<file path="config.mk">
export PLATFORM = sky130hd
export DESIGN_NAME = vga_sync_gen_flat
export DESIGN_NICKNAME = d
export VERILOG_FILES = /design/src/rtl/vga_timing_pkg.sv /design/src/rtl/vga_sync_gen_if.sv /design/src/rtl/vga_wrap_counter.sv /design/src/rtl/vga_sync_gen.sv /design/src/flat_wrapper.sv
export SDC_FILE = /design/constraint.sdc
export NUM_CORES = 1
export LEC_CHECK = 0
export ABC_AREA = 1
export CAP_MARGIN = 30
export CORE_UTILIZATION = 54
export CTS_BUF_LIST = sky130_fd_sc_hd__clkbuf_8
export DETAILED_ROUTE_END_ITERATION = 10
export HOLD_SLACK_MARGIN = 0.05
export PLACE_DENSITY_LB_ADDON = 0.08
export SETUP_SLACK_MARGIN = 0.15
export SYNTH_ARGS = -nofsm -noshare
export SYNTH_HDL_FRONTEND = slang
export SYNTH_SLANG_ARGS = --single-unit
</file>
<file path="constraint.sdc">
create_clock -name i_Clk -period 2.18 [get_ports i_Clk]
set_clock_uncertainty 0.05 [all_clocks]
set_input_delay 0.436 -clock i_Clk [delete_from_list [all_inputs] [get_ports i_Clk]]
set_output_delay 0.436 -clock i_Clk [all_outputs]
set_load 0.05 [all_outputs]
</file>
<file path="src/rtl/vga_timing_pkg.sv">
// Shared 640x480@60 timing constants and a small window-decode helper.
// The downstream sync-to-count stage imports the same constants.
package vga_timing_pkg;

    localparam int COUNT_W       = 10;
    localparam int TOTAL_COLS    = 800;
    localparam int TOTAL_ROWS    = 525;
    localparam int ACTIVE_COLS   = 640;
    localparam int ACTIVE_ROWS   = 480;
    localparam int H_FRONT_PORCH = 16;
    localparam int H_SYNC_WIDTH  = 96;
    localparam int V_FRONT_PORCH = 10;
    localparam int V_SYNC_WIDTH  = 2;

    // True when lo <= cnt < lo+width. The count is zero-extended to 32 bits
    // so that a window ending exactly at 1024 does not wrap.
    function automatic logic in_window(input logic [COUNT_W-1:0] cnt,
                                       input int                 lo,
                                       input int                 width);
        return (32'(cnt) >= 32'(lo)) && (32'(cnt) < 32'(lo + width));
    endfunction

endpackage

</file>
<file path="src/rtl/vga_sync_gen_if.sv">
// Video timing bundle: flags, porched syncs, counters and strobes.
interface vga_sync_gen_if;
    import vga_timing_pkg::*;

    logic               o_HSync;
    logic               o_VSync;
    logic               o_HSync_Porch;
    logic               o_VSync_Porch;
    logic [COUNT_W-1:0] o_Col_Count;
    logic [COUNT_W-1:0] o_Row_Count;
    logic               o_Frame_Start;
    logic               o_Line_Start;

    modport master (
        output o_HSync, o_VSync, o_HSync_Porch, o_VSync_Porch,
               o_Col_Count, o_Row_Count, o_Frame_Start, o_Line_Start
    );

    modport slave (
        input  o_HSync, o_VSync, o_HSync_Porch, o_VSync_Porch,
               o_Col_Count, o_Row_Count, o_Frame_Start, o_Line_Start
    );

endinterface

</file>
<file path="src/rtl/vga_wrap_counter.sv">
// Modulo-N counter with synchronous clear and enable. count_nxt exposes the
// value the register will take so the parent can register decodes of it.
module vga_wrap_counter #(
    parameter int N = 800,
    parameter int W = 10
) (
    input  logic         clk,
    input  logic         rst_l,
    input  logic         clr,
    input  logic         en,
    output logic [W-1:0] count,
    output logic [W-1:0] count_nxt,
    output logic         tc
);

    assign tc = (count == W'(N - 1));

    // Next value: clear wins, otherwise advance and wrap at N-1 when enabled.
    always_comb begin
        count_nxt = count;
        if (clr) begin
            count_nxt = '0;
        end else if (en) begin
            count_nxt = tc ? '0 : count + W'(1);
        end
    end

    // Count register with synchronous active-low reset.
    always_ff @(posedge clk) begin
        if (!rst_l) begin
            count <= '0;
        end else begin
            count <= count_nxt;
        end
    end

endmodule

</file>
<file path="src/rtl/vga_sync_gen.sv">
// Free-running VGA timing generator. Every output is a register loaded from
// the counters' next state, so flags stay cycle-aligned with the counts.
module vga_sync_gen
    import vga_timing_pkg::*;
#(
    parameter int TOTAL_COLS_P    = TOTAL_COLS,
    parameter int TOTAL_ROWS_P    = TOTAL_ROWS,
    parameter int ACTIVE_COLS_P   = ACTIVE_COLS,
    parameter int ACTIVE_ROWS_P   = ACTIVE_ROWS,
    parameter int H_FRONT_PORCH_P = H_FRONT_PORCH,
    parameter int H_SYNC_WIDTH_P  = H_SYNC_WIDTH,
    parameter int V_FRONT_PORCH_P = V_FRONT_PORCH,
    parameter int V_SYNC_WIDTH_P  = V_SYNC_WIDTH
) (
    input  logic            i_Clk,
    input  logic            i_Rst_L,
    input  logic            i_Enable,
    vga_sync_gen_if.master  vid
);

    if (TOTAL_COLS_P > (1 << COUNT_W) || TOTAL_ROWS_P > (1 << COUNT_W)) begin : g_bad_total
        $error("vga_sync_gen: TOTAL_* exceeds counter range");
    end
    if (ACTIVE_COLS_P + H_FRONT_PORCH_P + H_SYNC_WIDTH_P > TOTAL_COLS_P ||
        ACTIVE_ROWS_P + V_FRONT_PORCH_P + V_SYNC_WIDTH_P > TOTAL_ROWS_P) begin : g_bad_fit
        $error("vga_sync_gen: active + porch + sync exceeds total");
    end
    if (TOTAL_COLS_P < 1 || TOTAL_ROWS_P < 1 || ACTIVE_COLS_P < 1 || ACTIVE_ROWS_P < 1 ||
        H_FRONT_PORCH_P < 1 || H_SYNC_WIDTH_P < 1 ||
        V_FRONT_PORCH_P < 1 || V_SYNC_WIDTH_P < 1) begin : g_bad_width
        $error("vga_sync_gen: all widths must be >= 1");
    end

    localparam int H_SYNC_START = ACTIVE_COLS_P + H_FRONT_PORCH_P;
    localparam int V_SYNC_START = ACTIVE_ROWS_P + V_FRONT_PORCH_P;

    logic               run;
    logic               col_tc;
    logic               row_tc;
    logic [COUNT_W-1:0] col_nxt;
    logic [COUNT_W-1:0] row_nxt;

    // The first enabled edge after idle only marks running; counts already
    // sit at 0,0, so advancing starts on the following edge.
    always_ff @(posedge i_Clk) begin
        if (!i_Rst_L) begin
            run <= 1'b0;
        end else begin
            run <= i_Enable;
        end
    end

    vga_wrap_counter #(.N(TOTAL_COLS_P), .W(COUNT_W)) u_col (
        .clk       (i_Clk),
        .rst_l     (i_Rst_L),
        .clr       (!i_Enable),
        .en        (run),
        .count     (vid.o_Col_Count),
        .count_nxt (col_nxt),
        .tc        (col_tc)
    );

    vga_wrap_counter #(.N(TOTAL_ROWS_P), .W(COUNT_W)) u_row (
        .clk       (i_Clk),
        .rst_l     (i_Rst_L),
        .clr       (!i_Enable),
        .en        (run && col_tc),
        .count     (vid.o_Row_Count),
        .count_nxt (row_nxt),
        .tc        (row_tc)
    );

    // Flags decoded from the counters' next state, forced idle on reset or
    // disable. Strobes fire on restart from idle or on the matching wrap.
    always_ff @(posedge i_Clk) begin
        if (!i_Rst_L || !i_Enable) begin
            vid.o_HSync       <= 1'b0;
            vid.o_VSync       <= 1'b0;
            vid.o_HSync_Porch <= 1'b1;
            vid.o_VSync_Porch <= 1'b1;
            vid.o_Frame_Start <= 1'b0;
            vid.o_Line_Start  <= 1'b0;
        end else begin
            vid.o_HSync       <= 32'(col_nxt) < 32'(ACTIVE_COLS_P);
            vid.o_VSync       <= 32'(row_nxt) < 32'(ACTIVE_ROWS_P);
            vid.o_HSync_Porch <= !in_window(col_nxt, H_SYNC_START, H_SYNC_WIDTH_P);
            vid.o_VSync_Porch <= !in_window(row_nxt, V_SYNC_START, V_SYNC_WIDTH_P);
            vid.o_Frame_Start <= !run || (col_tc && row_tc);
            vid.o_Line_Start  <= !run || col_tc;
        end
    end

endmodule
</file>
<file path="src/flat_wrapper.sv">
// flat-port wrapper written by rule: the top's interface ports become plain ports
module vga_sync_gen_flat import vga_timing_pkg::*;
#(
    parameter int TOTAL_COLS_P    = TOTAL_COLS,
    parameter int TOTAL_ROWS_P    = TOTAL_ROWS,
    parameter int ACTIVE_COLS_P   = ACTIVE_COLS,
    parameter int ACTIVE_ROWS_P   = ACTIVE_ROWS,
    parameter int H_FRONT_PORCH_P = H_FRONT_PORCH,
    parameter int H_SYNC_WIDTH_P  = H_SYNC_WIDTH,
    parameter int V_FRONT_PORCH_P = V_FRONT_PORCH,
    parameter int V_SYNC_WIDTH_P  = V_SYNC_WIDTH
)
  (i_Clk, i_Rst_L, i_Enable, vid_o_HSync, vid_o_VSync, vid_o_HSync_Porch, vid_o_VSync_Porch, vid_o_Col_Count, vid_o_Row_Count, vid_o_Frame_Start, vid_o_Line_Start);
  vga_sync_gen_if vid_i ();
  input  logic i_Clk;
  input  logic i_Rst_L;
  input  logic i_Enable;
  output wire logic [$bits(vid_i.o_HSync)-1:0] vid_o_HSync;
  output wire logic [$bits(vid_i.o_VSync)-1:0] vid_o_VSync;
  output wire logic [$bits(vid_i.o_HSync_Porch)-1:0] vid_o_HSync_Porch;
  output wire logic [$bits(vid_i.o_VSync_Porch)-1:0] vid_o_VSync_Porch;
  output wire logic [$bits(vid_i.o_Col_Count)-1:0] vid_o_Col_Count;
  output wire logic [$bits(vid_i.o_Row_Count)-1:0] vid_o_Row_Count;
  output wire logic [$bits(vid_i.o_Frame_Start)-1:0] vid_o_Frame_Start;
  output wire logic [$bits(vid_i.o_Line_Start)-1:0] vid_o_Line_Start;
  assign vid_o_HSync = vid_i.o_HSync;
  assign vid_o_VSync = vid_i.o_VSync;
  assign vid_o_HSync_Porch = vid_i.o_HSync_Porch;
  assign vid_o_VSync_Porch = vid_i.o_VSync_Porch;
  assign vid_o_Col_Count = vid_i.o_Col_Count;
  assign vid_o_Row_Count = vid_i.o_Row_Count;
  assign vid_o_Frame_Start = vid_i.o_Frame_Start;
  assign vid_o_Line_Start = vid_i.o_Line_Start;
  vga_sync_gen #(.TOTAL_COLS_P(TOTAL_COLS_P), .TOTAL_ROWS_P(TOTAL_ROWS_P), .ACTIVE_COLS_P(ACTIVE_COLS_P), .ACTIVE_ROWS_P(ACTIVE_ROWS_P), .H_FRONT_PORCH_P(H_FRONT_PORCH_P), .H_SYNC_WIDTH_P(H_SYNC_WIDTH_P), .V_FRONT_PORCH_P(V_FRONT_PORCH_P), .V_SYNC_WIDTH_P(V_SYNC_WIDTH_P)) u_core (.i_Clk(i_Clk), .i_Rst_L(i_Rst_L), .i_Enable(i_Enable), .vid(vid_i));
endmodule
</file>
==> flow_metrics.py, run 1 <==
metrics = {
    "synthesis": {
        "synth_nets": 258,
        "yosysWarnings": 0,
        "synth_xor_area_share_pct": 0.553,
        "synth_cell_type_count": 26,
        "synth_edf_count": 0,
        "synth_seq_area_share_pct": 34.2,
        "synth.area.top_cells": "dfxtp_1 34%, nand2_1 19%, inv_1 8.3%",
        "synth_top_cell_by_area": "dfxtp_1",
        "ys_ff_latch": 27,
        "synth_commonest_cells": "82 x nand2_1, 35 x inv_1, 33 x nor2_1",
        "synthAdderAreaFrac_pct": 2.37,
        "synth_ff_type": "dfxtp_1",
        "synth_top_family_by_area": "simple AND/OR/NAND/NOR gates",
        "netlist_area_sq_um": 1580,
        "synth_compound_area_share_pct": 6.01,
        "synthMuxAreaShare_pct": 0,
        "synth_top_area_share_pct": 34.2,
        "yosysMostFrequentCell": "nand2_1",
        "syn_inst": 252,
        "postSynth.asyncResetShare_pct": 0,
        "yosys.area_share.simple_pct": 46.6,
        "syn_area_per_cell_sq_um": 6.28,
    },
    "cells_and_area": {
        "instances_no_fill": 313,
        "area_delta_synth_final_pct": 22.1,
        "nNetsFinal": 289,
        "antenna_cells": 0,
        "drive_above_1_share_pct": 8.87,
        "final_core_util_pct": 70.1,
        "design_area_sq_um": 1930,
    },
    "worst_setup_path": {
        "slowest_stage": "clkdlybuf4s50_1",
        "start_kind": "flop",
        "cp_top_family": "buffers and inverters",
        "timing.rr.start": "u_core.u_row.count[0]$_SDFF_PN0_",
        "end_kind": "output pin",
        "critPathArrivalTime_ps": 1490,
        "crit_fanout": 5,
        "critPathKind": "reg2out",
        "crit_start": "u_core.u_col.count[1]$_SDFF_PN0_",
        "crit_chain": "clkdlybuf4s50_1",
        "cp_slowest_stage_delay_ps": 830,
        "critPathBufInv": 1,
        "cp_data_required_time_ps": 1690,
    },
    "drt": {
        "dr_total_vias": 1586,
        "wl_per_cell_um": 10.9,
        "via_per_inst": 5.07,
        "wl_mm": 3.42,
        "drtPass1Iterations": 4,
        "drc": 0,
        "antenna_left": 0,
        "drtIter0Drc": 75,
    },
    "pwr": {
        "power.density_nw_per_um2": 436,
        "ir_drop_v": 0.000362,
        "power.leakage_nw": 0.998,
    },
    "grt": {
        "first_global_vias": 1422,
        "grt_max_degree": 16,
        "met1_usage_pct": 29.5,
        "grt_overflow_total": 0,
        "use_met3_pct": 4.19,
        "grtUsageTotal_pct": 24.0,
        "grt_most_used_layer": "met2",
        "grt_pass1_wl_mm": 5.99,
        "use_met2_pct": 41.0,
        "antenna_found_initial": 0,
    },
    "placed_design": {
        "io_buffers": 28,
        "place_hpwl_mm": 2.62,
        "placed_area_sq_um": 1890,
        "pre_cts_slack_ps": 211,
        "gp_congestion": 0.897,
        "post-place-cells": 309,
    },
    "sta": {
        "period_share_pct": 90.9,
        "rsz0062_at_grt": "false",
        "tns_ps": 0,
        "final.setup.worst_slack_ps": 199,
        "hold_viol": 0,
        "timing.fmax_mhz": 505,
        "relSlewSlack_pct": 64.7,
        "min_period_ps": 1980,
        "setup_viol": 0,
        "slew_viol_final": 0,
        "tightest_slew_ps": 527,
    },
    "clock_network": {
        "htree_levels": 1,
        "clk_pin_slew_ps": 90,
        "clk_latency_ps": 270,
        "cts.root.buffer_cell": "clkbuf_8",
        "post_cts_buffers": 0,
        "cts_made_buffers": 3,
        "cts.sinks": 27,
        "cts_tree": "built",
        "cts_buffer_depth": 2,
        "hold_buffers": 0,
        "cts_resized": 12,
    },
    "die": {
        "dieArea_sq_um": 3150,
        "start_util_pct": 57.4,
        "ioPinCount": 29,
        "die_y_um": 56.1,
        "design.core.area_sq_um": 2760,
        "die_x_um": 56.1,
        "rows": 19,
    },
    "worst_hold_path": {
        "hp-class": "reg2reg",
        "worstHoldStart": "u_core.u_col.count[1]$_SDFF_PN0_",
    },
    "status": {
        "outcome": "finished, final reports clean",
    },
    "job": {
        "max-cap-violations": 0,
    },
}
[cells in the final DEF, fill, tap and decap left out, drive strengths merged]
master	netlist	routed
inv	39	39
dfxtp	27	27
dlymetal6s2s	0	3
a21oi	11	11
nand3	19	19
a211oi	1	1
nand4	9	9
xor2	1	1
dlygate4sd2	0	12
nor2	40	40
o22ai	1	1
o21ai	3	3
clkdlybuf4s50	0	13
o21a	1	1
nor3	7	7
clkinv	1	2
clkbuf	1	3
ha	3	3
nand2	87	87
[layer usage]
layer	vias up	wire length [um]
li1	846	-
met1	697	1550
met2	34	1650
met3	9	152
met4	0	74
met5	-	0
[stage by stage]
step	total power [mW]	hold slack [ps]
floorplan	0.551	513
global placement	0.571	457
detailed placement	0.572	470
CTS	0.848	485
global route	0.878	512
finish	0.842	478
[state kept, by name (all words and copies together), names as in the netlist]
register / cells
u_core.vid.o_VSync: 1
u_core.u_col.count: 10
u_core.vid.o_Frame_Start: 1
u_core.vid.o_HSync_Porch: 1
u_core.vid.o_HSync: 1
u_core.u_row.count: 10
u_core.vid.o_Line_Start: 1
u_core.vid.o_VSync_Porch: 1
u_core.run: 1
[cells by family after synthesis]
logic type	Yosys count
adder cells (fa/ha/maj)	3
flip-flops	27
buffers and inverters	42
AND/OR/NAND/NOR	162
AO/OA/AOI/OAI	17
XOR/XNOR	1
[where the power goes]
group | switching [mW] | internal, mW
Sequential | 0.00388 | 0.498
Clock | 0.154 | 0.128
Combinational | 0.0413 | 0.0168
[worst paths after layout]
| path | end | slack (ps) | depth (start not counted) |
|---|---|---|---|
| min | u_core.u_col.count[1]$_SDFF_PN0_ | 480 | 2 |
| max reg2reg | u_core.vid.o_VSync_Porch$_SDFF_PP1_ | 330 | 11 |
| min reg2reg | u_core.u_col.count[1]$_SDFF_PN0_ | 480 | 2 |
| max | vid_o_Col_Count[1] | 200 | 1 |
[layout make-up]
type | count | area [sq um]
clock buffers | 3 | 41.3
well taps | 31 | 38.8
clock inverters | 1 | 5.00
fillers | 250 | 825
flip-flops and latches | 27 | 542
inverters | 40 | 154
repair buffers | 28 | 273
multi-input cells | 183 | 880
Note: power is estimated with default switching activity, not from simulation.
==> run 2: changes to the inputs <==
--- a/config.mk
+++ b/config.mk
@@ -11,6 +11,7 @@
 export CTS_BUF_LIST = sky130_fd_sc_hd__clkbuf_8
 export DETAILED_ROUTE_END_ITERATION = 10
 export HOLD_SLACK_MARGIN = 0.05
+export MAX_ROUTING_LAYER = met4
 export PLACE_DENSITY_LB_ADDON = 0.08
 export SETUP_SLACK_MARGIN = 0.15
 export SYNTH_ARGS = -nofsm -noshare
==> run 2 against run 1 <==
  * Wire length increased by 3.7%
  * Maximum frequency up 0.82%
  * Clock power hardly changed
  * Register-to-register slack got worse by 50 ps
  * Core utilization grew 1.1 points
  * Power increased by 0.34%
  * Cell count is 0.96% higher
  * Global-route usage is 1.3 points higher
  * Flip-flop and latch count unchanged
==> flow_metrics.py, run 2 (synthesized netlist as in run 1, its figures left out) <==
metrics = {
    "status": {
        "outcome": "finished, final reports clean",
    },
    "pwr": {
        "switching_share_pct": 23.9,
        "intPower_mw": 0.643,
        "ir_drop_v": 0.000456,
        "power.density_nw_per_um2": 430,
        "power_switching_mw": 0.202,
        "comb_power_share_pct": 6.9,
        "seqPwrFrac_pct": 59.5,
        "power.leakage_nw": 1.06,
        "clockPowerShare_pct": 33.6,
    },
    "worst_setup_path": {
        "crit_chain": "clkdlybuf4s50_1",
        "reg2reg_to": "u_core.vid.o_VSync_Porch$_SDFF_PP1_",
        "reg2reg_depth": 13,
        "crit_start": "u_core.u_col.count[0]$_SDFF_PN0_",
        "critPathBufInv": 1,
        "critPathArrivalTime_ps": 1480,
        "cp_top_family": "buffers and inverters",
        "slowest_stage": "clkdlybuf4s50_1",
        "reg2reg_slack_ps": 280,
        "cp_data_required_time_ps": 1690,
        "cp_num_cells": 1,
        "cp_slowest_stage_delay_ps": 820,
        "cp-endpoint": "vid_o_Col_Count[0]",
        "critPathKind": "reg2out",
        "start_kind": "flop",
        "end_kind": "output pin",
        "crit_fanout": 4,
        "timing.rr.start": "u_core.u_row.count[0]$_SDFF_PN0_",
    },
    "clock_network": {
        "cts.root.buffer_cell": "clkbuf_8",
        "clk_latency_ps": 270,
        "clk_pin_slew_ps": 90,
        "cts_tree": "built",
        "hold_buffers": 0,
        "cts_buffer_depth": 2,
        "cts_made_buffers": 3,
        "htree_levels": 1,
        "cts.sinks": 27,
    },
    "cells_and_area": {
        "nNetsFinal": 292,
        "multi_input_area_sq_um": 880,
        "final_common_cell": "nand2_1",
        "drive_above_1_share_pct": 9.82,
        "seq_area_sq_um": 542,
        "antenna_cells": 0,
        "nFillCells": 258,
        "instances_no_fill": 316,
        "top_regs": "u_core.u_col.count: 10 flops, u_core.u_row.count: 10 flops",
        "area_delta_synth_final_pct": 24.1,
        "mostFrequentLayoutCells": "82 x nand2_1, 35 x inv_1, 33 x nor2_1",
    },
    "sta": {
        "setup_viol": 0,
        "min_period_ps": 1960,
        "rsz0062_at_grt": "false",
        "tightest_slew_ps": 524,
        "slew_viol_final": 0,
        "relSlewSlack_pct": 65.0,
        "hold_viol": 0,
        "whs_ps": 478,
        "timing.fmax_mhz": 509,
        "period_share_pct": 90.1,
        "tns_ps": 0,
    },
    "drt": {
        "via_per_inst": 5.09,
        "antenna_left": 0,
        "drc": 0,
        "dr_total_vias": 1608,
        "wl_mm": 3.55,
        "drtIter0Drc": 68,
        "wl_per_cell_um": 11.2,
        "drtPass1Iterations": 4,
    },
    "grt": {
        "first_global_vias": 1466,
        "grt_pass1_wl_mm": 6.16,
        "grt_overflow_total": 0,
        "antenna_found_initial": 0,
        "grtUsageTotal_pct": 25.3,
        "grt_max_degree": 16,
    },
    "die": {
        "die_y_um": 56.1,
        "die_x_um": 56.1,
        "ioPinCount": 29,
        "dieArea_sq_um": 3150,
        "start_util_pct": 57.4,
        "design.core.area_sq_um": 2760,
        "rows": 19,
    },
    "placed_design": {
        "gp_congestion": 0.912,
        "io_buffers": 28,
        "post-place-cells": 309,
        "place_hpwl_mm": 2.65,
    },
    "job": {
        "max-cap-violations": 0,
    },
    "worst_hold_path": {
        "hp-class": "reg2reg",
    },
}
==> run 2: cell count changes in the layout (fill, tap and decap cells not counted) <==
| cell | previous run | this run |
|---|---|---|
| buf_4 | 0 | 3 |
| dlygate4sd2_1 | 12 | 11 |
| dlymetal6s2s_1 | 3 | 6 |
| clkdlybuf4s50_1 | 13 | 11 |
==> run 2: power groups by stage <==
stage / Sequential (mW) / Combinational [mW] / Clock (mW)
after floorplan: 0.530 / 0.0217 / 0
after global placement: 0.513 / 0.0574 / 0
after detailed placement: 0.514 / 0.0583 / 0
after CTS: 0.502 / 0.0586 / 0.289
after global routing: 0.503 / 0.0625 / 0.314
final: 0.502 / 0.0586 / 0.284
==> run 2: area by class of cell <==
type                            count  share of cell area (%)
Inverter                           40                    7.83
Clock inverter                      1                   0.255
Tap cell                           31                    1.97
Clock buffer                        3                    2.10
Multi-Input combinational cell    183                    44.8
Timing Repair Buffer               31                    15.5
Sequential cell                    27                    27.6
==> run 2: what timing repair did <==
action | 4_1_cts | 5_1_grt
cloned | 0 | 0
endpoints found under the setup margin | 11 | 7
resized for setup | 11 | 7
setup buffers | 0 | 3
==> run 2: metal layers <==
metal / vias to the layer above / part of all wire, % / GRT usage (%)
li1: 852 / - / -
met1: 712 / 46 / 30.5
met2: 36 / 47 / 42.3
met3: 8 / 3.9 / 3.02
met4: 0 / 2.3 / 11.1
met5: - / 0 / -
==> run 2: worst min-delay path by stage <==
stage	from	slack, ps	end	depth (start not counted)
finish	u_core.u_col.count[1]$_SDFF_PN0_	480	u_core.u_col.count[1]$_SDFF_PN0_	2
detailed placement	u_core.u_col.count[1]$_SDFF_PN0_	460	u_core.u_col.count[1]$_SDFF_PN0_	2
floorplan	u_core.run$_SDFF_PN0_	510	u_core.u_col.count[0]$_SDFF_PN0_	2
global placement	u_core.u_col.count[1]$_SDFF_PN0_	460	u_core.u_col.count[1]$_SDFF_PN0_	2
CTS	u_core.u_col.count[1]$_SDFF_PN0_	480	u_core.u_col.count[1]$_SDFF_PN0_	2
global route	u_core.u_col.count[1]$_SDFF_PN0_	500	u_core.u_col.count[1]$_SDFF_PN0_	2
==> run 2: through the flow <==
stage                     utilization, %  setup slack (ps)  power (mW)  cell area, sq um
after floorplan                        -               217       0.551              1580
after global placement              68.6               239       0.571              1890
after detailed placement            68.6               193       0.572              1890
after CTS                           69.8               151       0.850              1930
after global routing                71.2               164       0.880              1960
final                               71.2               215       0.845              1960
==> run 3: changes to the inputs <==
--- a/config.mk
+++ b/config.mk
@@ -7,6 +7,7 @@
 export LEC_CHECK = 0
 export ABC_AREA = 1
 export CAP_MARGIN = 30
+export CORE_MARGIN = 1
 export CORE_UTILIZATION = 54
 export CTS_BUF_LIST = sky130_fd_sc_hd__clkbuf_8
 export DETAILED_ROUTE_END_ITERATION = 10
==> results of run 3 <==
Same layout as run 2: the final DEF is identical, and so are final timing and power.
